### config.mk
export PLATFORM = sky130hd
export DESIGN_NAME = logic_to_servo
export DESIGN_NICKNAME = d
export VERILOG_FILES = /design/src/rtl/servo_pkg.sv /design/src/rtl/servo_frame_timer.sv /design/src/rtl/logic_to_servo.sv
export SDC_FILE = /design/constraint.sdc
export NUM_CORES = 1
export LEC_CHECK = 0
export ABC_AREA = 1
export ABC_CLOCK_PERIOD_IN_PS = 5600
export CAP_MARGIN = 20
export CORE_ASPECT_RATIO = 1.75
export CORE_MARGIN = 3
export CORE_UTILIZATION = 45
export DETAILED_ROUTE_END_ITERATION = 7
export SLEW_MARGIN = 20
export SYNTH_ARGS = -nofsm -noshare
export SYNTH_HDL_FRONTEND = slang
export SYNTH_SLANG_ARGS = --single-unit
### constraint.sdc
create_clock -name clk -period 5.6 [get_ports clk]
set_input_delay 1.12 -clock clk [delete_from_list [all_inputs] [get_ports clk]]
set_output_delay 1.12 -clock clk [all_outputs]
set_load 0.05 [all_outputs]
### src/rtl/servo_pkg.sv
// Shared constants and types for the servo PWM transmitter/receiver pair.
// Tick clock is 10 kHz, so one tick is 100 us.
package servo_pkg;

  localparam int TICK_HZ         = 10000;
  localparam int PERIOD_COUNT    = 240;
  localparam int LOW_WIDTH       = 11;
  localparam int HIGH_WIDTH      = 19;
  localparam int NEUTRAL_WIDTH   = 15;
  localparam int SLEW_STEP       = 2;
  localparam int FAILSAFE_FRAMES = 3;

  // Receiver acceptance windows; transmitter widths must stay inside them.
  localparam int MIN_HIGH_COUNT  = 5;
  localparam int MAX_HIGH_COUNT  = 30;
  localparam int MIN_LOW_COUNT   = 231;
  localparam int MAX_LOW_COUNT   = 250;

  typedef logic [4:0] width_t;
  typedef logic [7:0] count_t;

  typedef enum logic {
    ST_IDLE = 1'b0,
    ST_RUN  = 1'b1
  } tmr_state_t;

  // Move cur toward tgt by at most step; never overshoots.
  function automatic width_t slew_toward(input width_t cur, input width_t tgt,
                                         input width_t step);
    width_t diff;
    if (tgt > cur) begin
      diff = tgt - cur;
      return cur + ((diff > step) ? step : diff);
    end else begin
      diff = cur - tgt;
      return cur - ((diff > step) ? step : diff);
    end
  endfunction

endpackage

### src/rtl/servo_frame_timer.sv
// Frame sequencer: owns the run state, tick counter and deferred stop.
// A stop request only takes effect at the wrap so a frame is never truncated.
import servo_pkg::*;

module servo_frame_timer #(
  parameter int PERIOD_COUNT = servo_pkg::PERIOD_COUNT
) (
  input  logic       clk,
  input  logic       rst_n,
  input  logic       enable,
  output logic       boundary,
  output logic       frame_start,
  output tmr_state_t state_next,
  output count_t     cnt_next
);

  localparam count_t LAST = count_t'(PERIOD_COUNT - 1);

  tmr_state_t state_q;
  count_t     cnt_q;
  logic       stop_pending_q;
  logic       stop_pending_d;

  always_comb begin
    state_next     = state_q;
    cnt_next       = cnt_q;
    stop_pending_d = stop_pending_q;
    boundary       = 1'b0;
    case (state_q)
      ST_IDLE: begin
        stop_pending_d = 1'b0;
        if (enable) begin
          state_next = ST_RUN;
          cnt_next   = '0;
          boundary   = 1'b1;
        end
      end
      ST_RUN: begin
        if (cnt_q == LAST) begin
          cnt_next = '0;
          if (stop_pending_q) begin
            state_next     = ST_IDLE;
            stop_pending_d = 1'b0;
          end else begin
            boundary       = 1'b1;
            stop_pending_d = !enable;
          end
        end else begin
          cnt_next       = cnt_q + 8'd1;
          stop_pending_d = !enable;
        end
      end
      default: state_next = ST_IDLE;
    endcase
  end

  always_ff @(posedge clk or negedge rst_n) begin
    if (!rst_n) begin
      state_q        <= ST_IDLE;
      cnt_q          <= '0;
      stop_pending_q <= 1'b0;
      frame_start    <= 1'b0;
    end else begin
      state_q        <= state_next;
      cnt_q          <= cnt_next;
      stop_pending_q <= stop_pending_d;
      frame_start    <= boundary;
    end
  end

endmodule

### src/rtl/logic_to_servo.sv
// Servo PWM transmitter: encodes a logic level as a slew-limited pulse width,
// updated only at frame boundaries, with a neutral failsafe on repeated faults.
import servo_pkg::*;

module logic_to_servo #(
  parameter int PERIOD_COUNT    = servo_pkg::PERIOD_COUNT,
  parameter int LOW_WIDTH       = servo_pkg::LOW_WIDTH,
  parameter int HIGH_WIDTH      = servo_pkg::HIGH_WIDTH,
  parameter int NEUTRAL_WIDTH   = servo_pkg::NEUTRAL_WIDTH,
  parameter int SLEW_STEP       = servo_pkg::SLEW_STEP,
  parameter int FAILSAFE_FRAMES = servo_pkg::FAILSAFE_FRAMES
) (
  input  logic       clk,
  input  logic       rst_n,
  input  logic       enable,
  input  logic       log,
  input  logic       in_fault,
  output logic       servo,
  output logic       frame_start,
  output logic [4:0] width,
  output logic       failsafe,
  output logic       settled
);

  localparam width_t     W_LOW     = width_t'(LOW_WIDTH);
  localparam width_t     W_HIGH    = width_t'(HIGH_WIDTH);
  localparam width_t     W_NEUTRAL = width_t'(NEUTRAL_WIDTH);
  localparam width_t     W_STEP    = width_t'(SLEW_STEP);
  localparam logic [2:0] FS_THR    = 3'(FAILSAFE_FRAMES);

  logic       boundary;
  tmr_state_t state_next;
  count_t     cnt_next;

  logic       last_good_q, last_good_d;
  logic [2:0] fault_cnt_q, fault_cnt_d;
  logic       failsafe_d;
  width_t     width_d;
  logic       servo_d;

  function automatic width_t target_of(input logic fs, input logic lg);
    return fs ? W_NEUTRAL : (lg ? W_HIGH : W_LOW);
  endfunction

  servo_frame_timer #(
    .PERIOD_COUNT (PERIOD_COUNT)
  ) u_timer (
    .clk         (clk),
    .rst_n       (rst_n),
    .enable      (enable),
    .boundary    (boundary),
    .frame_start (frame_start),
    .state_next  (state_next),
    .cnt_next    (cnt_next)
  );

  // Inputs are sampled only on boundary edges; the new width applies to the
  // frame that starts on that same edge.
  always_comb begin
    fault_cnt_d = fault_cnt_q;
    failsafe_d  = failsafe;
    last_good_d = last_good_q;
    width_d     = width;
    if (boundary) begin
      if (in_fault) begin
        fault_cnt_d = (fault_cnt_q == 3'd7) ? 3'd7 : fault_cnt_q + 3'd1;
        failsafe_d  = failsafe | (fault_cnt_d >= FS_THR);
      end else begin
        fault_cnt_d = '0;
        failsafe_d  = 1'b0;
        last_good_d = log;
      end
      width_d = slew_toward(width, target_of(failsafe_d, last_good_d), W_STEP);
    end
  end

  assign servo_d = (state_next == ST_RUN) && (cnt_next < {3'b000, width_d});
  assign settled = (width == target_of(failsafe, last_good_q));

  always_ff @(posedge clk or negedge rst_n) begin
    if (!rst_n) begin
      width       <= W_NEUTRAL;
      last_good_q <= 1'b0;
      fault_cnt_q <= FS_THR;
      failsafe    <= 1'b1;
      servo       <= 1'b0;
    end else begin
      width       <= width_d;
      last_good_q <= last_good_d;
      fault_cnt_q <= fault_cnt_d;
      failsafe    <= failsafe_d;
      servo       <= servo_d;
    end
  end

endmodule

### Word-level counts from Yosys, hierarchy flattened

Index checks and enable logic that the tools add are counted.

| storage, ports and cells | value |
|---|---|
| register bits | 22 |
| input bits | 5 |
| output and inout port bits | 9 |
| word-level logic and storage cells | 53 |

| cells by class | value |
|---|---|
| add/sub/neg operators | 6 |
| order comparisons | 5 |
| eq/ne operators | 3 |
| multiplexer cells | 26 |
| bitwise logic cells | 2 |
| reductions and logical operators | 2 |

Operators by type and width:

| kind | number |
|---|---|
| $mux 5 | 8 |
| $mux 8 | 2 |
| $pmux 8 s2 | 1 |
| $sub 5x5->5 | 3 |
| $gt 5x2->1 const B | 2 |
| $mux 1 | 10 |
| $add 8x1->8 const B | 1 |
| $eq 8x8->1 const B | 1 |
| $lt 8x5->1 | 1 |
| $mux 3 | 2 |
| $pmux 1 s2 | 3 |
| $add 5x5->5 | 1 |
| $eq 5x5->1 | 1 |
| $gt 5x5->1 | 1 |
| $add 3x1->3 const B | 1 |
| $eq 3x3->1 const B | 1 |
| $ge 3x2->1 const B | 1 |
| $logic_and 1x1->1 | 1 |
| $logic_not 1->1 | 1 |
| $not 1->1 | 1 |
| $or 1x1->1 | 1 |

### Logic depth before layout (Yosys ltp)

| logic depth | value |
|---|---|
| depth in word-level cells | 15 |
| depth in mapped cells | 27 |

### Cells and area by module

From an unflattened synthesis, not the netlist that was laid out.

| second synthesis, totals | value |
|---|---|
| cells, all modules | 219 |
| area total of the unflattened synthesis | 1,667.8 µm² |

Modules (own cells, without submodules):

| module | instances | cells each | area an instance (µm²) | sequential area each (µm²) |
|---|---|---|---|---|
| logic_to_servo | 1 | 147 | 1,079.8 | 284.0 |
| servo_frame_timer | 1 | 72 | 588.1 | 275.3 |

### Worst setup path after synthesis

No wires, ideal clock.

| timing | value |
|---|---|
| path type | input to register |
| start | in in_fault |
| end | reg servo |
| setup time | 73 ps |
| arrival time | 4,267 ps |
| data required time | 5,527 ps |
| slack | 1,259 ps |
| stages on the path | 22 |
| path buffers | 0 |
| path through | o21ai_0 > inv_1 > nand2_1 > inv_1 > ha_1 > xor2_1 > nor3_1 > nand2_1 > ha_1 > o21ai_0 > ha_1 > nand3_1 > nand2_1 > xnor2_1 > inv_1 > nor2_1 > a21oi_2 > inv_1 > ha_1 > a21oi_1 > nand2_1 > a21oi_2 |

| on the way | value |
|---|---|
| word-level cells in the longest chain between the ends | 12 |
| elaborated cells between the ends (all ways) | 19 |
| those cells by class | 4 x add/sub; 4 x order compare; 10 x mux; 1 x reduce/logical |

RTL lines:

| what | RTL line | text |
|---|---|---|
| start, declared | logic_to_servo.sv:17 | `input logic in_fault,` |
| $mux 1 | logic_to_servo.sv:65 | `if (in_fault) begin` |
| $mux 1 | logic_to_servo.sv:64 | `if (boundary) begin` |
| $mux 5 | logic_to_servo.sv:42 | `return fs ? W_NEUTRAL : (lg ? W_HIGH : W_LOW);` |
| $mux 5 * | logic_to_servo.sv:42 |  |
| $sub 5x5->5, on equally long branches | servo_pkg.sv:35, servo_pkg.sv:32 |  |
| $gt 5x2->1, on equally long branches | servo_pkg.sv:36, servo_pkg.sv:33 |  |
| $mux 5, on equally long branches | servo_pkg.sv:36, servo_pkg.sv:33 |  |
| $sub 5x5->5 / $add 5x5->5 (equally long branches) | servo_pkg.sv:36, servo_pkg.sv:33 |  |
| $mux 5 * | servo_pkg.sv:31 | `if (tgt > cur) begin` |
| $mux 5 * | logic_to_servo.sv:64 |  |
| via width_d[3] | logic_to_servo.sv:38 | `width_t width_d;` |
| $lt 8x5->1 * | logic_to_servo.sv:77 | `assign servo_d = (state_next == ST_RUN) && (cnt_next < {3'b000, width_d});` |
| $logic_and 1x1->1 * | logic_to_servo.sv:77 |  |
| via servo_d | logic_to_servo.sv:39 | `logic servo_d;` |
| end signal, assigned | logic_to_servo.sv:92 | `servo <= servo_d;` |
| end, declared | logic_to_servo.sv:18 | `output logic servo,` |

Mark *: on every way through the listed nets, which the timed path passes. The rest lies on a longest branch. The select of a mux whose other input is x is not followed.
A chain may end at the register's enable or synchronous reset.

### Final worst setup path

Ends and elaborated chain as after synthesis.

==> flow_metrics.env <==
export IMPL_final_period_utilization_pct=90.9
export IMPL_initialDrtViolationCount=23
export IMPL_min_path_type="reg -> reg"
export IMPL_die_area_sq_um=4450
export IMPL_area_growth_pct=15.2
export IMPL_antenna_found_initial=0
export IMPL_clock_path_buffers=2
export IMPL_overflow=0
export IMPL_cts_htree_levels=1
export IMPL_nets=246
export IMPL_fmax_mhz=196
export IMPL_max_slew_margin_pct=33.3
export IMPL_path_clk_slew_ps=80
export IMPL_wl_met3_um=92
export IMPL_vdd_drop_max_uv=363
export IMPL_path_class="in -> reg"
export IMPL_utilization_pct=55.2
export IMPL_core_area_sq_um=3430
export IMPL_clk_latency_ps=260
export IMPL_grt_pass1_vias=1389
export IMPL_cts_setup_buffers=0
export IMPL_critPathLaunchType="input pin"
export IMPL_synth_top_area_share_pct=22.8
export IMPL_cts_resized=0
export IMPL_dieHeight_um=86.0
export IMPL_drc=0
export IMPL_ys_seq_area_share_pct=34.0
export IMPL_hpwlAfterDp_um=2970
export IMPL_yosys_warnings=0
export IMPL_p_leak_uw=0.000964
export IMPL_root_buffer="clkbuf_8"
export IMPL_hold_viol=0
export IMPL_cts_tree="built"
export IMPL_grt_start_max_net_pins=23
export IMPL_dieWidth_um=51.7
export IMPL_row_count=28
export IMPL_period_needed_ps=5090
export IMPL_rsz0062_at_grt="false"
export IMPL_path_cells="clkdlybuf4s50_1 > o21ai_0 > inv_1 > nand2_1 > inv_1 > ha_1 > xor2_1 > nor3_1 > nand2_1 > ha_1 > o21ai_0 > fa_1 > a31oi_1 > or2_1 > nand3_1 > nand2_1 > nand2_1 > inv_1 > ha_1 > inv_1 > nand2_1 > nor2_1 > nand3_1 > a21oi_2"
export IMPL_met1_length_um=1340
export IMPL_io_buffers=13
export IMPL_viasPerCell=5.10
export IMPL_slowest_stage="clkdlybuf4s50_1"
export IMPL_route_met2_wl_um=2100
export IMPL_max_slew_worst_pin_slew_ps=997
export IMPL_clock_sinks=22
export IMPL_syn_area_sq_um=1650
export IMPL_synth_area_leader_cell="dfrtp_1"
export IMPL_crit_buf_inv=5
export IMPL_skew_ps=4.13
export IMPL_dr_max_layer_used="met4"
export IMPL_ys_types=37
export IMPL_io_pins=14
export IMPL_final_max_slew_viol_count=0
export IMPL_path_max_fanout=6
export IMPL_grtUsageTotal_pct=18.4
export IMPL_fillers=367
export IMPL_wl_um=3570
export IMPL_worst_ep_required_time_ps=5800
export IMPL_num_antenna_cells=0
export IMPL_drtAntennaViolNets=0
export IMPL_cpLargestDelayFamily="simple AND/OR/NAND/NOR gates"
export IMPL_arrival_ps=5290
export IMPL_vias=1351
export IMPL_tns_ps=0
export IMPL_drv_cap=0
export IMPL_synth_area_top_cells="dfrtp_1 23%, ha_1 14%, dfstp_2 11%, nand2_1 8.4%, inv_1 8.2%"
export IMPL_p_per_area_nw_per_um2=545
export IMPL_status="completed"
export IMPL_drive_gt1_share_pct=10.9
export IMPL_wl_per_cell_um=13.5
export IMPL_syn_inst=204
export IMPL_critPathMaxStageDelay_ps=490
export IMPL_synth_net_count=229
export IMPL_dr_pass1_iters=4
export IMPL_setup_violations=0
export IMPL_ys_ff_latch=22
export IMPL_hold_buffers=0
export IMPL_cts_made_buffers=3
export IMPL_gp_congestion=0.814
export IMPL_initial_core_util_pct=47.9
export IMPL_cp_end_kind="flop"
export IMPL_grt_pass1_wl_um=6260
export IMPL_finalPower_uw=1030
export IMPL_worst_path_most_repeated_cell="nand2_1"
export IMPL_avgSynthCellArea_sq_um=8.07
worst min-delay path, stage by stage (launching register included):
cell,delay [ps]
dfstp_2,380
nand2_1,50
o21ai_0,70
through the flow:
stage / hold slack (ps) / worst slack [ps] / instances / area (sq um)
6_report: 508 / 511 / 265 / 1900
5_1_grt: 555 / 81.4 / 265 / 1900
4_1_cts: 512 / 442 / 265 / 1900
3_5_place_dp: 502 / 164 / 261 / 1820
3_3_place_gp: 483 / 294 / 261 / 1820
2_1_floorplan: 468 / 1260 / 204 / 1650
power by group:
part	switching, uW	leakage [uW]	internal [uW]
clock	52.4	0.0000357	95.4
sequential	51.1	0.000253	216
combinational	371	0.000675	247
total	474	0.000964	558
cells in the mapped netlist:
cell type and count:
nand2_1 37, inv_1 36, ha_1 18, dfrtp_1 15, nor2_1 14, o21ai_0 13, nand3_1 12, a21oi_1 7
dfstp_2 7, xor2_1 6, nand2_2 3, o21ai_1 3, a21oi_2 2, fa_1 2, inv_2 2, nand4_1 2
o21bai_1 2, o22ai_1 2, or2_1 2, xnor2_1 2, a211oi_1 1, a21o_1 1, a22o_1 1, a22oi_1 1
a31oi_1 1, and2_1 1, buf_4 1, mux2i_1 1, nand2_4 1, nand3_2 1, nand3b_1 1, nand3b_4 1
nor2_2 1, nor3_1 1, o2111a_1 1, o21ai_2 1, o21bai_2 1
worst paths after layout:
check	start	slack (ps)	cells past startpoint	end
max	in_fault	510	24	servo
min	fault_cnt_q[1]	510	2	fault_cnt_q[1]
max reg2reg	fault_cnt_q[0]	1070	25	servo
min reg2reg	fault_cnt_q[1]	510	2	fault_cnt_q[1]
max in group asynchronous	rst_n	3590	1	last_good_q
min in group asynchronous	rst_n	1400	1	u_timer.stop_pending_q
cells in the final DEF, fill, tap and decap left out, types with 2 or more instances in the layout:
cell type / netlist / final
xnor2_1: 2 / 2
or2_1: 2 / 2
o21ai_1: 3 / 3
nand3_1: 12 / 12
fa_1: 2 / 2
o21ai_0: 13 / 13
xor2_1: 6 / 6
clkbuf_8: 0 / 3
nand2_2: 3 / 3
inv_1: 36 / 36
a21oi_2: 2 / 2
dfrtp_1: 15 / 15
dfstp_2: 7 / 7
a21oi_1: 7 / 7
o21bai_1: 2 / 2
nand2_1: 37 / 37
nand4_1: 2 / 2
inv_2: 2 / 2
ha_1: 18 / 18
clkdlybuf4s50_1: 0 / 13
nor2_1: 14 / 14
o22ai_1: 2 / 2
per-layer routing:
layer | up-vias | track usage (%)
met5 | - | 0
li1 | 693 | -
met3 | 2 | 2.61
met4 | 0 | 5.73
met2 | 24 | 35.3
met1 | 632 | 19.8
kinds of logic (layout without fill, tap and decap cells):
kind of cell | after synthesis | after routing | share of synthesized area, %
and+or+nand+nor | 77 | 77 | 22.0
buffers and inverters | 39 | 55 | 9.13
AOI/OAI and AO/OA | 37 | 37 | 13.9
DFF | 22 | 22 | 34.0
adders and majority gates | 20 | 20 | 16.1
xor gates and xnor gates | 8 | 8 | 4.26
muxes | 1 | 1 | 0.608
layout make-up:
| type | instances | area, sq um | area share, % |
|---|---|---|---|
| sequential | 22 | 559 | 29.5 |
| clock buffer | 3 | 41.3 | 2.18 |
| inverter | 38 | 143 | 7.52 |
| multi-input combinational | 143 | 936 | 49.4 |
| tap | 45 | 56.3 | 2.97 |
| timing repair buffer | 13 | 130 | 6.86 |
| clock inverter | 1 | 30.0 | 1.58 |
registers in the layout, indices dropped and copies added, names as in the netlist:
register                cells
servo                       1
u_timer.frame_start         1
failsafe                    1
u_timer.cnt_q               8
fault_cnt_q                 3
u_timer.state_q             1
last_good_q                 1
width                       5
u_timer.stop_pending_q      1
(Power assumes the default switching activity.)
